## src/rtl/keyboard_code_if.sv

```systemverilog
// Keyboard decoder handshake bundle: PS/2 receiver byte strobe in, decoded key events out.
interface keyboard_code_if;
  logic       rx_done_tick;
  logic [7:0] dout;
  logic       key_ready;
  logic       key_valid;
  logic [7:0] key_code;
  logic       key_ext;
  logic       key_release;
  logic       overflow;

  modport master (
    output rx_done_tick, dout, key_ready,
    input  key_valid, key_code, key_ext, key_release, overflow
  );
  modport slave (
    input  rx_done_tick, dout, key_ready,
    output key_valid, key_code, key_ext, key_release, overflow
  );
endinterface

```

## src/rtl/keyboard_code_ctrl.sv

```systemverilog
// PS/2 scan-code decoder: strips E0/F0 prefixes and queues {code, ext, release}
// events into a first-word fall-through FIFO.
module keyboard_code_ctrl #(
  parameter int DEPTH          = 4,
  parameter int TIMEOUT_CYCLES = 100000
) (
  input  logic            clk,
  input  logic            rst_n,
  keyboard_code_if.slave  kb
);
  localparam int AW = (DEPTH > 1) ? $clog2(DEPTH) : 1;
  localparam int TW = (TIMEOUT_CYCLES > 2) ? $clog2(TIMEOUT_CYCLES) : 1;

  typedef struct packed {
    logic [7:0] code;
    logic       ext;
    logic       rel;
  } kev_t;

  typedef enum logic [1:0] {IDLE, EXT, BRK, EXT_BRK} state_t;

  state_t        state, state_nxt;
  logic [TW-1:0] to_cnt;
  logic          to_hit;
  logic          emit;
  kev_t          ev;

  logic          is_e0, is_f0, is_special;

  assign is_e0      = (kb.dout == 8'hE0);
  assign is_f0      = (kb.dout == 8'hF0);
  assign is_special = kb.dout inside {8'hAA, 8'hFA, 8'hFE, 8'hEE, 8'h00, 8'hFF};
  assign to_hit     = (state != IDLE) && (to_cnt == TW'(TIMEOUT_CYCLES - 1));

  // Prefix flags are carried by the current state, so the event fields fall out of it directly.
  assign ev.code = kb.dout;
  assign ev.ext  = (state == EXT) || (state == EXT_BRK);
  assign ev.rel  = (state == BRK) || (state == EXT_BRK);

  always_comb begin
    state_nxt = state;
    emit      = 1'b0;
    if (kb.rx_done_tick) begin
      unique case (state)
        IDLE: begin
          if (is_e0)            state_nxt = EXT;
          else if (is_f0)       state_nxt = BRK;
          else if (!is_special) emit = 1'b1;
        end
        EXT: begin
          if (is_f0)      state_nxt = EXT_BRK;
          else if (!is_e0) begin
            emit      = 1'b1;
            state_nxt = IDLE;
          end
        end
        BRK: begin
          if (is_e0)      state_nxt = EXT_BRK;
          else if (!is_f0) begin
            emit      = 1'b1;
            state_nxt = IDLE;
          end
        end
        EXT_BRK: begin
          if (!is_e0 && !is_f0) begin
            emit      = 1'b1;
            state_nxt = IDLE;
          end
        end
        default: state_nxt = IDLE;
      endcase
    end else if (to_hit) begin
      // Stale prefix: the byte it qualified never came, so drop it silently.
      state_nxt = IDLE;
    end
  end

  always_ff @(posedge clk) begin
    if (!rst_n) begin
      state  <= IDLE;
      to_cnt <= '0;
    end else begin
      state <= state_nxt;
      if (kb.rx_done_tick || state == IDLE) to_cnt <= '0;
      else                                  to_cnt <= to_cnt + TW'(1);
    end
  end

  // Event FIFO
  kev_t          mem [DEPTH];
  logic [AW-1:0] wr_ptr, rd_ptr;
  logic [AW:0]   count;
  logic          empty, full, pop, push, drop, ovf;
  kev_t          head;

  assign empty = (count == '0);
  assign full  = (count == (AW+1)'(DEPTH));
  assign pop   = !empty && kb.key_ready;
  assign push  = emit && (!full || pop);
  assign drop  = emit && full && !pop;

  always_ff @(posedge clk) begin
    if (rst_n && push) mem[wr_ptr] <= ev;
  end

  always_ff @(posedge clk) begin
    if (!rst_n) begin
      wr_ptr <= '0;
      rd_ptr <= '0;
      count  <= '0;
      ovf    <= 1'b0;
    end else begin
      ovf <= drop;
      if (push) wr_ptr <= wr_ptr + AW'(1);
      if (pop)  rd_ptr <= rd_ptr + AW'(1);
      unique case ({push, pop})
        2'b10:   count <= count + (AW+1)'(1);
        2'b01:   count <= count - (AW+1)'(1);
        default: count <= count;
      endcase
    end
  end

  // Head is forced to zero while empty so reset leaves clean outputs without clearing the array.
  assign head           = empty ? '0 : mem[rd_ptr];
  assign kb.key_valid   = !empty;
  assign kb.key_code    = head.code;
  assign kb.key_ext     = head.ext;
  assign kb.key_release = head.rel;
  assign kb.overflow    = ovf;
endmodule

```

## src/flat_wrapper.sv

```systemverilog
// flat-port wrapper written by rule: the top's interface ports become plain ports
module keyboard_code_ctrl_flat 
#(
  parameter int DEPTH          = 4,
  parameter int TIMEOUT_CYCLES = 100000
)
  (clk, rst_n, kb_rx_done_tick, kb_dout, kb_key_ready, kb_key_valid, kb_key_code, kb_key_ext, kb_key_release, kb_overflow);
  keyboard_code_if kb_i ();
  input  logic clk;
  input  logic rst_n;
  input wire logic [$bits(kb_i.rx_done_tick)-1:0] kb_rx_done_tick;
  input wire logic [$bits(kb_i.dout)-1:0] kb_dout;
  input wire logic [$bits(kb_i.key_ready)-1:0] kb_key_ready;
  output wire logic [$bits(kb_i.key_valid)-1:0] kb_key_valid;
  output wire logic [$bits(kb_i.key_code)-1:0] kb_key_code;
  output wire logic [$bits(kb_i.key_ext)-1:0] kb_key_ext;
  output wire logic [$bits(kb_i.key_release)-1:0] kb_key_release;
  output wire logic [$bits(kb_i.overflow)-1:0] kb_overflow;
  assign kb_i.rx_done_tick = kb_rx_done_tick;
  assign kb_i.dout = kb_dout;
  assign kb_i.key_ready = kb_key_ready;
  assign kb_key_valid = kb_i.key_valid;
  assign kb_key_code = kb_i.key_code;
  assign kb_key_ext = kb_i.key_ext;
  assign kb_key_release = kb_i.key_release;
  assign kb_overflow = kb_i.overflow;
  keyboard_code_ctrl #(.DEPTH(DEPTH), .TIMEOUT_CYCLES(TIMEOUT_CYCLES)) u_core (.clk(clk), .rst_n(rst_n), .kb(kb_i));
endmodule
```

## config.mk

```make
export PLATFORM = sky130hd
export DESIGN_NAME = keyboard_code_ctrl_flat
export DESIGN_NICKNAME = d
export VERILOG_FILES = /design/src/rtl/keyboard_code_if.sv /design/src/rtl/keyboard_code_ctrl.sv /design/src/flat_wrapper.sv
export SDC_FILE = /design/constraint.sdc
export NUM_CORES = 1
export LEC_CHECK = 0
export ABC_AREA = 1
export CORE_MARGIN = 5
export CORE_UTILIZATION = 35
export DETAILED_ROUTE_END_ITERATION = 10
export GPL_TIMING_DRIVEN = 0
export PLACE_DENSITY = 0.6
export REMOVE_ABC_BUFFERS = 1
export SYNTH_ARGS = -nofsm -noshare
export SYNTH_HDL_FRONTEND = slang
export SYNTH_SLANG_ARGS = --single-unit
```

## constraint.sdc

```tcl
create_clock -name clk -period 6.75 [get_ports clk]
set_input_delay 1.0125 -clock clk [delete_from_list [all_inputs] [get_ports clk]]
set_output_delay 1.0125 -clock clk [all_outputs]
set_load 0.03 [all_outputs]
```

==> results of run 1 <==
sequential cells by signal, indices dropped and copies added (netlist names), named ones only:
| signal | count |
|---|---|
| u_core.state | 2 |
| u_core.kb.overflow | 1 |
| u_core.rd_ptr | 2 |
| u_core.to_cnt | 17 |
| u_core.wr_ptr | 2 |
| u_core.count | 3 |
| u_core.mem | 40 |
how the worst max path moves through the flow:
stage	end	cells past startpoint
floorplan	u_core.mem[0][0]	7
global placement	u_core.mem[1][6]	7
detailed placement	u_core.count[2]	14
CTS	kb_key_release	4
global route	kb_key_release	4
finish	kb_key_release	4
metrics by stage:
stage | total power [mW] | setup WS [ns] | hold slack (ns) | area [um2]
6_report | 1.14 | 2.96 | 0.452 | 3700
3_3_place_gp | 0.820 | 2.52 | 0.429 | 3480
2_1_floorplan | 0.692 | 3.87 | 0.418 | 3110
4_1_cts | 1.16 | 2.90 | 0.458 | 3700
5_1_grt | 1.21 | 2.82 | 0.505 | 3700
3_5_place_dp | 0.827 | 3.06 | 0.438 | 3500
metal layers:
layer | GRT usage, % | wire length [um]
met4 | 5.39 | 143
met1 | 14.6 | 2890
met3 | 3.45 | 289
met2 | 19.9 | 2830
met5 | 0 | 0
area by class of cell:
cell class	instances	area (um2)	share of cell area [%]
Sequential cell	69	1780	48.2
Clock buffer	9	124	3.35
Clock inverter	7	75.1	2.03
Tap cell	108	135	3.65
Inverter	36	135	3.65
Multi-Input combinational cell	235	1220	32.9
Timing Repair Buffer	23	230	6.23
cell usage after synthesis (all sizes together), types with 2 or more instances:
cell type and number:
nor2 80, nand2 45, edfxtp 40, inv 35
o21ai 32, a21oi 29, dfxtp 29, nand3 15
nor3 9, clkbuf 8, ha 6, nor3b 5
nand4 4, a31oi 2, o21a 2, o21bai 2
cell families (layout without fill, tap and decap cells):
kind of cell,after synthesis,in the layout,share of synthesized area (%)
DFF,69,69,56.7
AOI/OAI and AO/OA,68,68,11.7
adders and majority gates,7,7,3.03
buffers and inverters,44,75,5.25
and+or+nand+nor,160,160,23.4
where the power goes:
group | total (mW) | internal (mW) | switching (mW)
Combinational | 0.320 | 0.116 | 0.204
Clock | 0.331 | 0.172 | 0.159
Sequential | 0.493 | 0.468 | 0.0253
==> flow_metrics.tcl, run 1 <==
set metrics [dict create \
    cp.buffers_inverters 2 \
    ys_warn_count 0 \
    clock-skew-final_ns 0.0120 \
    cap_viol_max_count 0 \
    die_area_um2 11000 \
    synth_edf_count 40 \
    final_nets 393 \
    final_cells 487 \
    cp.required_ns 5.74 \
    period_share_pct 56.2 \
    routed_wl_um 6160 \
    ir_drop_uv 126 \
    drt-wirelength-per-cell_um 12.6 \
    ys_seq_area_share_pct 56.7 \
    path_class "flip-flop to output pin" \
    leakage_nw 1.30 \
    hold_viol 0 \
    syn_inst 348 \
    endpoint_kind "output pin" \
    clockBufferDepth 2 \
    final_cell_mix "nor2_1, nand2_1, edfxtp_1" \
    slowest_delay_ns 0.84 \
    cts_buffers 9 \
    postLayoutCoreUtil_pct 42.4 \
    grt_pass1_wl_um 10700 \
    drtIter0Drc 133 \
    synthTopCellsByArea "edfxtp_1, dfxtp_1, nor2_1" \
    cts_hold_buf 0 \
    h-tree-depth 3 \
    yosysTopAreaCellShare_pct 38.2 \
    ant_nets 0 \
    worstPathCellList "inv_1, o21ai_0, a21oi_1, clkdlybuf4s50_1" \
    r2r_start "u_core.state[1]" \
    cts.repair.resized 0 \
    synth-seq-cells 69 \
    crit_arrival_ns 2.78 \
    min_path_type "flip-flop to flip-flop" \
    fillers 847 \
    slew_violations 0 \
    root_buffer "clkbuf_8" \
    pwr_density_cell_nw_per_um2 309 \
    grt.total_usage_pct 12.0 \
    period_needed_ns 3.79 \
    syn_area_um2 3140 \
    vias_per_cell 4.77 \
    vias 2325 \
    firstDrtPassIters 5 \
    cts_sinks 69 \
    reg2reg_slack_ns 4.34 \
    grt_overflow_total 0 \
    start_kind "flip-flop" \
    die_w_um 105 \
    clk_latency_ns 0.35 \
    critPathMaxFanout 21 \
    dp_hpwl_um 4110 \
    crit_family "buffers and inverters" \
    tns_ns 0 \
    rsz0062_at_grt "no" \
    synth_top_area_cell "edfxtp_1" \
    cts_tree "done" \
    area_growth_pct 17.6 \
    min_from "u_core.to_cnt[0]" \
    grt_pass1_vias 2256 \
    r2r_cells 11 \
    outcome "finished clean" \
    final_common_cell "nor2_1" \
    holdPathStages 1 \
    async_flop_share_pct 0 \
    clk_pin_slew_ns 0.08 \
    slowest_stage "dfxtp_1" \
    tightest_slew_ns 0.914 \
    start_util_pct 36.0 \
    clock.fmax_mhz 264 \
    gp_congestion 0.788 \
    slew_headroom_pct 38.8 \
    core.rowCount 34 \
    portBuffers 23 \
    placedCellCount 471 \
    n_antenna_cell 0 \
    antenna_found_initial 0 \
    ios 24 \
    drcViolationCount 0 \
    syn_avg_cell_area_um2 9.03 \
    final_layout_size_suffix_gt1_share_pct 9.50 \
    synth_cell_types 28 \
    post-cts-setup-buffers 0 \
    coreArea_um2 8720 \
    grt_max_degree 22 \
    chipHeight_um 105 \
    min_to "u_core.to_cnt[0]" \
    ys.flop_type "edfxtp_1" \
    r2r_end "u_core.count[2]" \
    setup_violations 0 \
]
(Power assumes the default switching activity.)
==> run 2: changes to the inputs <==
PLACE_DENSITY = 0.62   (was 0.6)
clock period = 3.4 ns   (was 6.75 ns; I/O delays follow)
==> flow_metrics.tcl, run 2 (synthesized netlist as in run 1, its figures left out) <==
set metrics [dict create \
    r2r_cells 11 \
    drtIter0Drc 95 \
    root_buffer "clkbuf_8" \
    dpl_worst_slack_ns 0.175 \
    postLayoutCoreUtil_pct 42.6 \
    holdPathStages 1 \
    min_to "u_core.to_cnt[0]" \
    reg2reg_slack_ns 0.96 \
    vias_per_cell 4.80 \
    grt.total_usage_pct 12.0 \
    drt-wirelength-per-cell_um 12.9 \
    core.rowCount 34 \
    setup_violations 0 \
    placed_cell_area_um2 3520 \
    grt_pass1_vias 2286 \
    final_cells 489 \
    crit_arrival_ns 2.62 \
    coreArea_um2 8720 \
    ir_drop_uv 223 \
    area_growth_pct 18.3 \
    layout_setup_ws_ns 0.266 \
    vias 2349 \
    pwr_density_cell_nw_per_um2 613 \
    clk_latency_ns 0.35 \
    grt_max_degree 22 \
    antenna_found_initial 0 \
    tns_ns 0 \
    cap_viol_max_count 0 \
    grt_overflow_total 0 \
    clk_pin_slew_ns 0.08 \
    clock-skew-final_ns 0.0109 \
    rsz0062_at_grt "no" \
    finish.instance_area_um2 3720 \
    final_layout_size_suffix_gt1_share_pct 10.2 \
    start_kind "flip-flop" \
    dp_hpwl_um 4300 \
    final_cell_mix "nor2_1, nand2_1, edfxtp_1" \
    cts_sinks 69 \
    start_util_pct 36.0 \
    die_area_um2 11000 \
    cts_tree "done" \
    outcome "finished clean" \
    top_regs "u_core.mem: 40 flops, u_core.to_cnt: 17 flops, u_core.count: 3 flops" \
    routed_wl_um 6320 \
    r2r_start "u_core.state[1]" \
    firstDrtPassIters 4 \
    min_from "u_core.to_cnt[0]" \
    die_w_um 105 \
    r2r_end "u_core.count[2]" \
    largest_register_ffs 40 \
    placedCellCount 473 \
    finalPower_mw 2.28 \
    slew_violations 0 \
    clock.fmax_mhz 319 \
    grt_pass1_wl_um 10800 \
    hold_viol 0 \
    drcViolationCount 0 \
    portBuffers 23 \
    period_needed_ns 3.13 \
    chipHeight_um 105 \
    cts_hold_buf 0 \
    ant_nets 0 \
    ios 24 \
    path_class "flip-flop to output pin" \
    endpoint_kind "output pin" \
    min_path_type "flip-flop to flip-flop" \
    period_share_pct 92.2 \
    cp.required_ns 2.89 \
    n_antenna_cell 0 \
    gp_congestion 0.798 \
    fillers 855 \
    clockBufferDepth 2 \
    leakage_nw 1.31 \
    hold_ws_ns 0.450 \
    slew_headroom_pct 37.8 \
    h-tree-depth 3 \
    top_register "u_core.mem" \
    cts_buffers 9 \
    tightest_slew_ns 0.928 \
    final_common_cell "nor2_1" \
    critPathMaxFanout 11 \
    final_nets 395 \
]
## run 2: cell types whose count changed in the layout (fill, tap and decap cells not counted)
| cell | change |
|---|---|
| dfxtp_2 | +1 |
| clkinv_4 | -1 |
| inv_6 | +1 |
| clkinvlp_4 | -1 |
| dfxtp_1 | -1 |
| clkinvlp_2 | +1 |
| buf_6 | +2 |
## run 2: layout make-up
cell class / count / area, um2 / share of cell area [%]
inverters: 36 / 135 / 3.63
flip-flops and latches: 69 / 1780 / 47.9
repair buffers: 25 / 253 / 6.80
clock inverters: 7 / 72.6 / 1.95
well taps: 108 / 135 / 3.63
multi-input cells: 235 / 1220 / 32.7
clock buffers: 9 / 124 / 3.33
## run 2: worst max-delay path by stage
stage | endpoint | start | slack, ns
floorplan | u_core.mem[0][0] | kb_dout[7] | 1.02
global placement | u_core.mem[0][6] | kb_dout[5] | -0.39
detailed placement | u_core.count[2] | kb_dout[3] | 0.18
CTS | kb_key_release | flip-flop | 0.10
global route | kb_key_code[7] | flip-flop | 0.07
finish | kb_key_code[3] | flip-flop | 0.27
## run 2: worst max-delay path, stage by stage, from the launching register on
cell and delay, ns:
dfxtp_1 0.65, clkinv_1 0.47, nor2_1 0.18, o21ai_0 0.09, a21oi_1 0.19, clkdlybuf4s50_1 0.70
## run 2: layer usage
layer  GRT usage [%]  vias up  part of all wire [%]
met2            20.5       40                    48
met1            14.5     1079                    47
li1                -     1223                     -
met3            4.01        7                   3.8
met5               0        -                     0
met4            3.29        0                   1.2
## run 2: where the power goes
| group | switching (mW) | leakage [nW] | internal, mW |
|---|---|---|---|
| clock | 0.325 | 0.0938 | 0.340 |
| sequential | 0.0505 | 0.600 | 0.929 |
| combinational | 0.402 | 0.619 | 0.233 |
| total | 0.778 | 1.31 | 1.50 |
## run 2: what timing repair did
| item | 4_1_cts | 5_1_grt |
|---|---|---|
| endpoints found under the setup margin | 0 | 8 |
| gates resized for setup | 0 | 1 |
| hold endpoints to repair | 0 | 0 |
| setup buffers | 0 | 0 |
